===== config.mk =====
export PLATFORM = sky130hd
export DESIGN_NAME = cp0_regfile
export DESIGN_NICKNAME = d
export VERILOG_FILES = /design/src/rtl/cp0_pkg.sv /design/src/rtl/cp0_timer.sv /design/src/rtl/cp0_regfile.sv
export SDC_FILE = /design/constraint.sdc
export NUM_CORES = 1
export LEC_CHECK = 0
export BUFFER_PORTS_ARGS = -buffer_cell sky130_fd_sc_hd__clkbuf_2
export CORE_AREA = 2 2 145 147
export DETAILED_ROUTE_END_ITERATION = 16
export DIE_AREA = 0 0 147 149
export PLACE_DENSITY = 0.75
export SKIP_LAST_GASP = 1
export SLEW_MARGIN = 10
export SYNTH_ARGS = -nofsm -noshare
export SYNTH_HDL_FRONTEND = slang
export SYNTH_SLANG_ARGS = --single-unit

===== constraint.sdc =====
create_clock -name clk -period 4.5 [get_ports clk]
set_input_delay 0.675 -clock clk [delete_from_list [all_inputs] [get_ports clk]]
set_output_delay 0.675 -clock clk [all_outputs]
set_load 0.01 [all_outputs]

===== src/rtl/cp0_pkg.sv =====
// CP0 register numbers, exception encodings and register bit positions
// shared by the CP0 register file and its timer.
package cp0_pkg;

  localparam logic [4:0] CP0_BADVADDR = 5'd8;
  localparam logic [4:0] CP0_COUNT    = 5'd9;
  localparam logic [4:0] CP0_COMPARE  = 5'd11;
  localparam logic [4:0] CP0_STATUS   = 5'd12;
  localparam logic [4:0] CP0_CAUSE    = 5'd13;
  localparam logic [4:0] CP0_EPC      = 5'd14;
  localparam logic [4:0] CP0_PRID     = 5'd15;

  localparam logic [31:0] EXC_INT  = 32'h01;
  localparam logic [31:0] EXC_ADEL = 32'h04;
  localparam logic [31:0] EXC_ADES = 32'h05;
  localparam logic [31:0] EXC_SYS  = 32'h08;
  localparam logic [31:0] EXC_BP   = 32'h09;
  localparam logic [31:0] EXC_RI   = 32'h0a;
  localparam logic [31:0] EXC_OV   = 32'h0c;
  localparam logic [31:0] EXC_TR   = 32'h0d;
  localparam logic [31:0] EXC_ERET = 32'h0e;

  localparam logic [4:0] EXCCODE_INT  = 5'd0;
  localparam logic [4:0] EXCCODE_ADEL = 5'd4;
  localparam logic [4:0] EXCCODE_ADES = 5'd5;
  localparam logic [4:0] EXCCODE_SYS  = 5'd8;
  localparam logic [4:0] EXCCODE_BP   = 5'd9;
  localparam logic [4:0] EXCCODE_RI   = 5'd10;
  localparam logic [4:0] EXCCODE_OV   = 5'd12;
  localparam logic [4:0] EXCCODE_TR   = 5'd13;

  localparam int ST_IE      = 0;
  localparam int ST_EXL     = 1;
  localparam int CA_EXC_LO  = 2;
  localparam int CA_EXC_HI  = 6;
  localparam int CA_IPSW_LO = 8;
  localparam int CA_IPSW_HI = 9;
  localparam int CA_IPHW_LO = 10;
  localparam int CA_IPHW_HI = 15;
  localparam int CA_TI      = 30;
  localparam int CA_BD      = 31;

  localparam logic [31:0] STATUS_RST   = 32'h0040_0000;
  localparam logic [31:0] STATUS_WMASK = 32'h0000_FF03;

  typedef struct packed {
    logic       valid;
    logic       bad;
    logic [4:0] code;
  } exc_info_t;

  function automatic exc_info_t exc_decode(input logic [31:0] t);
    exc_info_t r;
    r = '{valid: 1'b1, bad: 1'b0, code: EXCCODE_INT};
    case (t)
      EXC_INT:  r.code = EXCCODE_INT;
      EXC_ADEL: begin r.code = EXCCODE_ADEL; r.bad = 1'b1; end
      EXC_ADES: begin r.code = EXCCODE_ADES; r.bad = 1'b1; end
      EXC_SYS:  r.code = EXCCODE_SYS;
      EXC_BP:   r.code = EXCCODE_BP;
      EXC_RI:   r.code = EXCCODE_RI;
      EXC_OV:   r.code = EXCCODE_OV;
      EXC_TR:   r.code = EXCCODE_TR;
      default:  r.valid = 1'b0;
    endcase
    return r;
  endfunction

endpackage


===== src/rtl/cp0_timer.sv =====
// Count/Compare timer: clock divider, Count, Compare and the
// match detect that raises the timer interrupt in Cause.
module cp0_timer
  import cp0_pkg::*;
#(
  parameter int COUNT_DIV = 2
) (
  input  logic        clk,
  input  logic        rst,
  input  logic        cnt_we_i,
  input  logic        cmp_we_i,
  input  logic [31:0] wdata_i,
  output logic [31:0] count_o,
  output logic [31:0] compare_o,
  output logic        timer_set_o
);

  logic        div_q;
  logic        tick;
  logic [31:0] count_q, count_d;
  logic [31:0] compare_q, compare_d;

  assign tick = (COUNT_DIV == 1) ? 1'b1 : div_q;

  always_comb begin
    count_d   = count_q;
    compare_d = compare_q;
    if (cnt_we_i)
      count_d = wdata_i;
    else if (tick)
      count_d = count_q + 32'd1;
    if (cmp_we_i)
      compare_d = wdata_i;
  end

  always_ff @(posedge clk) begin
    if (rst) begin
      div_q     <= 1'b0;
      count_q   <= '0;
      compare_q <= '0;
    end else begin
      div_q     <= ~div_q;
      count_q   <= count_d;
      compare_q <= compare_d;
    end
  end

  assign count_o     = count_q;
  assign compare_o   = compare_q;
  assign timer_set_o = (compare_q != '0) && (count_q == compare_q);

endmodule


===== src/rtl/cp0_regfile.sv =====
// MIPS32 CP0 register file: exception/ERET commit, MTC0/MFC0 access
// and interrupt sampling around the Count/Compare timer.
module cp0_regfile
  import cp0_pkg::*;
#(
  parameter int          COUNT_DIV = 2,
  parameter logic [31:0] PRID_VAL  = 32'h0000_4220
) (
  input  logic        clk,
  input  logic        rst,
  input  logic        we_i,
  input  logic [4:0]  waddr_i,
  input  logic [31:0] wdata_i,
  input  logic [4:0]  raddr_i,
  output logic [31:0] rdata_o,
  input  logic [31:0] except_type_i,
  input  logic [31:0] pc_i,
  input  logic        in_delayslot_i,
  input  logic [31:0] badvaddr_i,
  input  logic [5:0]  ext_int_i,
  output logic [31:0] status_o,
  output logic [31:0] cause_o,
  output logic [31:0] epc_o,
  output logic [31:0] count_o,
  output logic [31:0] compare_o,
  output logic [31:0] badvaddr_o,
  output logic        timer_int_o
);

  logic [31:0] status_q, status_d;
  logic [31:0] cause_q, cause_d;
  logic [31:0] epc_q, epc_d;
  logic [31:0] bva_q, bva_d;

  exc_info_t exc;
  logic      eret;
  logic      mtc0;
  logic      cnt_we;
  logic      cmp_we;
  logic      timer_set;

  assign exc    = exc_decode(except_type_i);
  assign eret   = (except_type_i == EXC_ERET);
  assign mtc0   = we_i & ~exc.valid & ~eret;
  assign cnt_we = mtc0 & (waddr_i == CP0_COUNT);
  assign cmp_we = mtc0 & (waddr_i == CP0_COMPARE);

  cp0_timer #(
    .COUNT_DIV (COUNT_DIV)
  ) u_timer (
    .clk         (clk),
    .rst         (rst),
    .cnt_we_i    (cnt_we),
    .cmp_we_i    (cmp_we),
    .wdata_i     (wdata_i),
    .count_o     (count_o),
    .compare_o   (compare_o),
    .timer_set_o (timer_set)
  );

  always_comb begin
    status_d = status_q;
    cause_d  = cause_q;
    epc_d    = epc_q;
    bva_d    = bva_q;
    cause_d[CA_IPHW_HI:CA_IPHW_LO] = ext_int_i;
    // A Compare write acknowledges the timer even on a live match
    if (cmp_we)
      cause_d[CA_TI] = 1'b0;
    else if (timer_set)
      cause_d[CA_TI] = 1'b1;
    if (mtc0) begin
      case (waddr_i)
        CP0_STATUS:
          status_d = (status_q & ~STATUS_WMASK)
                   | (wdata_i & STATUS_WMASK);
        CP0_CAUSE:
          cause_d[CA_IPSW_HI:CA_IPSW_LO] =
            wdata_i[CA_IPSW_HI:CA_IPSW_LO];
        CP0_EPC:
          epc_d = wdata_i;
        default: ;
      endcase
    end
    if (exc.valid) begin
      if (!status_q[ST_EXL]) begin
        epc_d = in_delayslot_i ? pc_i - 32'd4 : pc_i;
        cause_d[CA_BD] = in_delayslot_i;
      end
      status_d[ST_EXL] = 1'b1;
      cause_d[CA_EXC_HI:CA_EXC_LO] = exc.code;
      if (exc.bad)
        bva_d = badvaddr_i;
    end else if (eret) begin
      status_d[ST_EXL] = 1'b0;
    end
  end

  always_ff @(posedge clk) begin
    if (rst) begin
      status_q <= STATUS_RST;
      cause_q  <= '0;
      epc_q    <= '0;
      bva_q    <= '0;
    end else begin
      status_q <= status_d;
      cause_q  <= cause_d;
      epc_q    <= epc_d;
      bva_q    <= bva_d;
    end
  end

  always_comb begin
    rdata_o = '0;
    case (raddr_i)
      CP0_BADVADDR: rdata_o = bva_q;
      CP0_COUNT:    rdata_o = count_o;
      CP0_COMPARE:  rdata_o = compare_o;
      CP0_STATUS:   rdata_o = status_q;
      CP0_CAUSE:    rdata_o = cause_q;
      CP0_EPC:      rdata_o = epc_q;
      CP0_PRID:     rdata_o = PRID_VAL;
      default:      rdata_o = '0;
    endcase
  end

  assign status_o    = status_q;
  assign cause_o     = cause_q;
  assign epc_o       = epc_q;
  assign badvaddr_o  = bva_q;
  assign timer_int_o = cause_q[CA_TI];

endmodule


==> results.rst <==
.. list-table::
   :header-rows: 1

   * - Metric
     - Value
   * - Fraction of registers with async set/reset
     - 0
   * - Row count
     - 53
   * - Post-placement setup slack
     - 1450 ps
   * - Average cell area after synthesis
     - 8.11 µm²
   * - Number of non-filler instances in the completed layout
     - 1657
   * - Post-Place Cell Area
     - 0.0105 mm²
   * - Net switching power figure
     - 0.859 mW
   * - Sequential fraction of design power
     - 0.441
   * - Commonest cells in the synthesized netlist
     - 153 x dfxtp_1, 83 x a21oi_1, 74 x nand2_1
   * - Number of global-route vias before repair
     - 9188
   * - Outcome
     - finished, final reports clean
   * - Most frequently used cell type in the post-synthesis netlist
     - dfxtp_1
   * - Worst IR drop on VDD
     - 0.000248 V
   * - Synthesized-area fraction occupied by adder cells
     - 0.00281
   * - Count of pins over their slew limit
     - 0
   * - Pleak
     - 4.67 nW
   * - First-pass GRT wire length
     - 55.1 mm
   * - Remaining number of nets flagged by the antenna check after routing
     - 0
   * - Hold Violations, Final
     - 0
   * - Initial Utilization
     - 0.433
   * - Simple logic cell fraction of the synthesized area
     - 0.220
   * - Sequential cell area
     - 0.00306 mm²
   * - Critical path peak fanout
     - 32
   * - Number of fill cells in the layout
     - 2045
   * - Avg WL per Cell
     - 22.4 µm
   * - HPWL after DPL
     - 27.7 mm
   * - Clock skew after layout
     - 6.29 ps
   * - Number of cells produced by synthesis
     - 1099
   * - Register clock-pin slew on the reported worst setup and hold paths
     - 60 ps
   * - Required time worst endpoint
     - 3830 ps
   * - Startpoint of the most critical hold path
     - ext_int_i[0]
   * - Number of setup violations in the final report
     - 0
   * - Post-route cell area
     - 0.0111 mm²
   * - CTS tree
     - done
   * - Depth of the worst register-to-register path
     - 5
   * - Clk Latency, worst-skew pair
     - 430 ps
   * - Core Region
     - 0.0206 mm²
   * - Post-CTS setup buffer count
     - 0
   * - Layout-stage area growth over the synthesis result
     - 24.6%
   * - DRC violation total after the first TritonRoute iteration
     - 1560
   * - Num Clock Sinks
     - 153
   * - Die area
     - 0.0219 mm²
   * - Pin count of the biggest net entering global routing
     - 95
   * - Nature of the critical path startpoint
     - primary input
   * - Clock power frac
     - 0.454
   * - Combinational family with the most area after synthesis
     - compound AO/OA/AOI/OAI gates
   * - Final layout net count
     - 1519
   * - Multi-input gate area in the final layout
     - 0.00529 mm²
   * - Routability congestion estimate from global placement
     - 1.04
   * - Mux contribution to synthesized area
     - 0.0382
   * - Power per cell area
     - 286 mW/mm²
   * - Number of detailed-route iterations in the first pass
     - 9
   * - Compound-cell area share of the yosys netlist
     - 0.236
   * - Worst r2r src
     - u_timer.count_o[2]
   * - Critical path type
     - in -> out
   * - Reported max-cap violation count
     - 0
   * - Number of different library cells in the post-synthesis netlist
     - 60
   * - Seq cells post-synth
     - 153
   * - DRC violations left
     - 0
   * - Post-layout util
     - 0.540
   * - Worst Path Arrival
     - 2320 ps
   * - Hold Buf Count CTS
     - 0
   * - CTS max path bufs
     - 2
   * - Quantity of I/O buffers inserted on ports
     - 332
   * - Width of the die
     - 147 µm
   * - Share of cells above drive strength 1
     - 0.294
   * - Ant diodes
     - 0
   * - Total I/O pin count
     - 373
   * - Setup repair after global routing missed its margin
     - false
   * - Fraction of post-synthesis cell area in the top cell type by area
     - 0.344
   * - Number of antenna violations at the first check in global routing
     - 0
   * - Transition at the pin with the smallest max-transition slack
     - 1250 ps
   * - Die height
     - 149 µm
   * - Number of buffers created by CTS
     - 17
   * - Dominant cell type by area after synthesis
     - dfxtp_1
   * - Cell internal power dissipation
     - 2.32 mW
   * - Switching fraction of total power
     - 0.270
   * - Worst min path class
     - in -> reg
   * - Critical Path Start
     - raddr_i[2]
   * - Share of synthesized area occupied by flip-flops and latches
     - 0.344
   * - Max-slew headroom at the worst pin
     - 0.167
   * - Cell Count Post-Placement
     - 1625
   * - Total number of yosys warnings
     - 0
   * - Sum of negative setup slack
     - 0 ps
   * - Total congestion overflow after global routing
     - 0
   * - Ratio of final minimum period to clock period
     - 0.665
   * - Most used flip-flop cell after synthesis
     - dfxtp_1
   * - Post-cts sizing count
     - 0
   * - Total wirelength of the detailed-routed design
     - 37.2 mm
   * - Number of synthesized flops with an enable pin
     - 0
   * - Shortest period the worst path allows
     - 2990 ps
   * - CTS H-tree depth
     - 4
   * - Depth of the worst hold-timing path
     - 2
   * - Part of the power in combinational logic
     - 0.104
   * - Fmax achieved
     - 334 MHz
   * - Kind of capture point of the worst setup path
     - output port
   * - XOR/XNOR share of the synthesized area
     - 0.0747
   * - Post-synthesis instance area
     - 0.00891 mm²
   * - Synth top area cells
     - dfxtp_1 34%, xor2_1 5.8%, a21oi_1 4.7%
   * - Clock root buffer
     - clkbuf_16
   * - Routed via count
     - 10200
   * - GRT Overall Usage
     - 0.327
   * - Average vias per placed instance
     - 6.13
   * - Final setup margin
     - 1510 ps
## registers in the layout (all words and copies together) (netlist names)
register and cells:
cause_o 14, u_timer.div_q 1, u_timer.compare_o 32, epc_o 32, badvaddr_o 32, status_o 10
u_timer.count_o 32
## cell families after synthesis
group,Yosys count
XOR/XNOR,76
AND/OR/NAND/NOR,364
AO/OA/AOI/OAI,324
adder cells (fa/ha/maj),2
other,2
flip-flops,153
buffers and inverters,144
multiplexers,34
## final cells by class
| class | instances | area share |
|---|---|---|
| inverters | 7 | 0.00237 |
| flip-flops and latches | 153 | 0.276 |
| well taps | 275 | 0.0310 |
| multi-input cells | 840 | 0.476 |
| clock buffers | 18 | 0.0395 |
| repair buffers | 350 | 0.162 |
| clock inverters | 14 | 0.0133 |
## power groups by stage
stage	Sequential (mW)	Combinational (mW)	Clock, mW
after floorplan	1.42	0.185	0
after global placement	1.43	0.320	0
after detailed placement	1.43	0.322	0
after CTS	1.40	0.323	1.45
after global routing	1.40	0.357	1.51
final	1.40	0.331	1.44
## stage by stage
step           hold slack (ps)  power, mW
4_1_cts                    446       3.17
2_1_floorplan              492       1.61
6_report                   452       3.18
3_5_place_dp               484       1.75
5_1_grt                    462       3.27
3_3_place_gp               477       1.75
## worst max-delay path, cell delays in order
cell	delay [ps]
clkbuf_2	90
or3b_2	520
nor3_2	130
buf_4	380
a222oi_1	260
nand2_1	110
clkbuf_2	130
## metal layers
layer / GRT usage / vias up / part of all wire
met1: 0.457 / 4753 / 0.41
met4: 0.124 / 0 / 0.034
met3: 0.0786 / 85 / 0.12
met5: 0 / - / 0
met2: 0.489 / 707 / 0.44
li1: - / 4612 / -
## final timing paths
kind                    endpoint  slack (ps)
max                  rdata_o[26]        1510
min reg2reg         status_o[10]         500
min                  cause_o[10]         450
max reg2reg  u_timer.count_o[23]        2040
## placed cells by master (no fill, tap or decap), types with 34 or more instances in the layout
| cell | n |
|---|---|
| mux2i_1 | 34 |
| dfxtp_1 | 153 |
| nand2_1 | 74 |
| nand3_1 | 72 |
| a21oi_1 | 83 |
| conb_1 | 40 |
| nor2_1 | 53 |
| o21ai_0 | 66 |
| xor2_1 | 59 |
| clkbuf_2 | 331 |
| nor3_1 | 37 |
No activity file was read; power rests on OpenSTA's default activity.
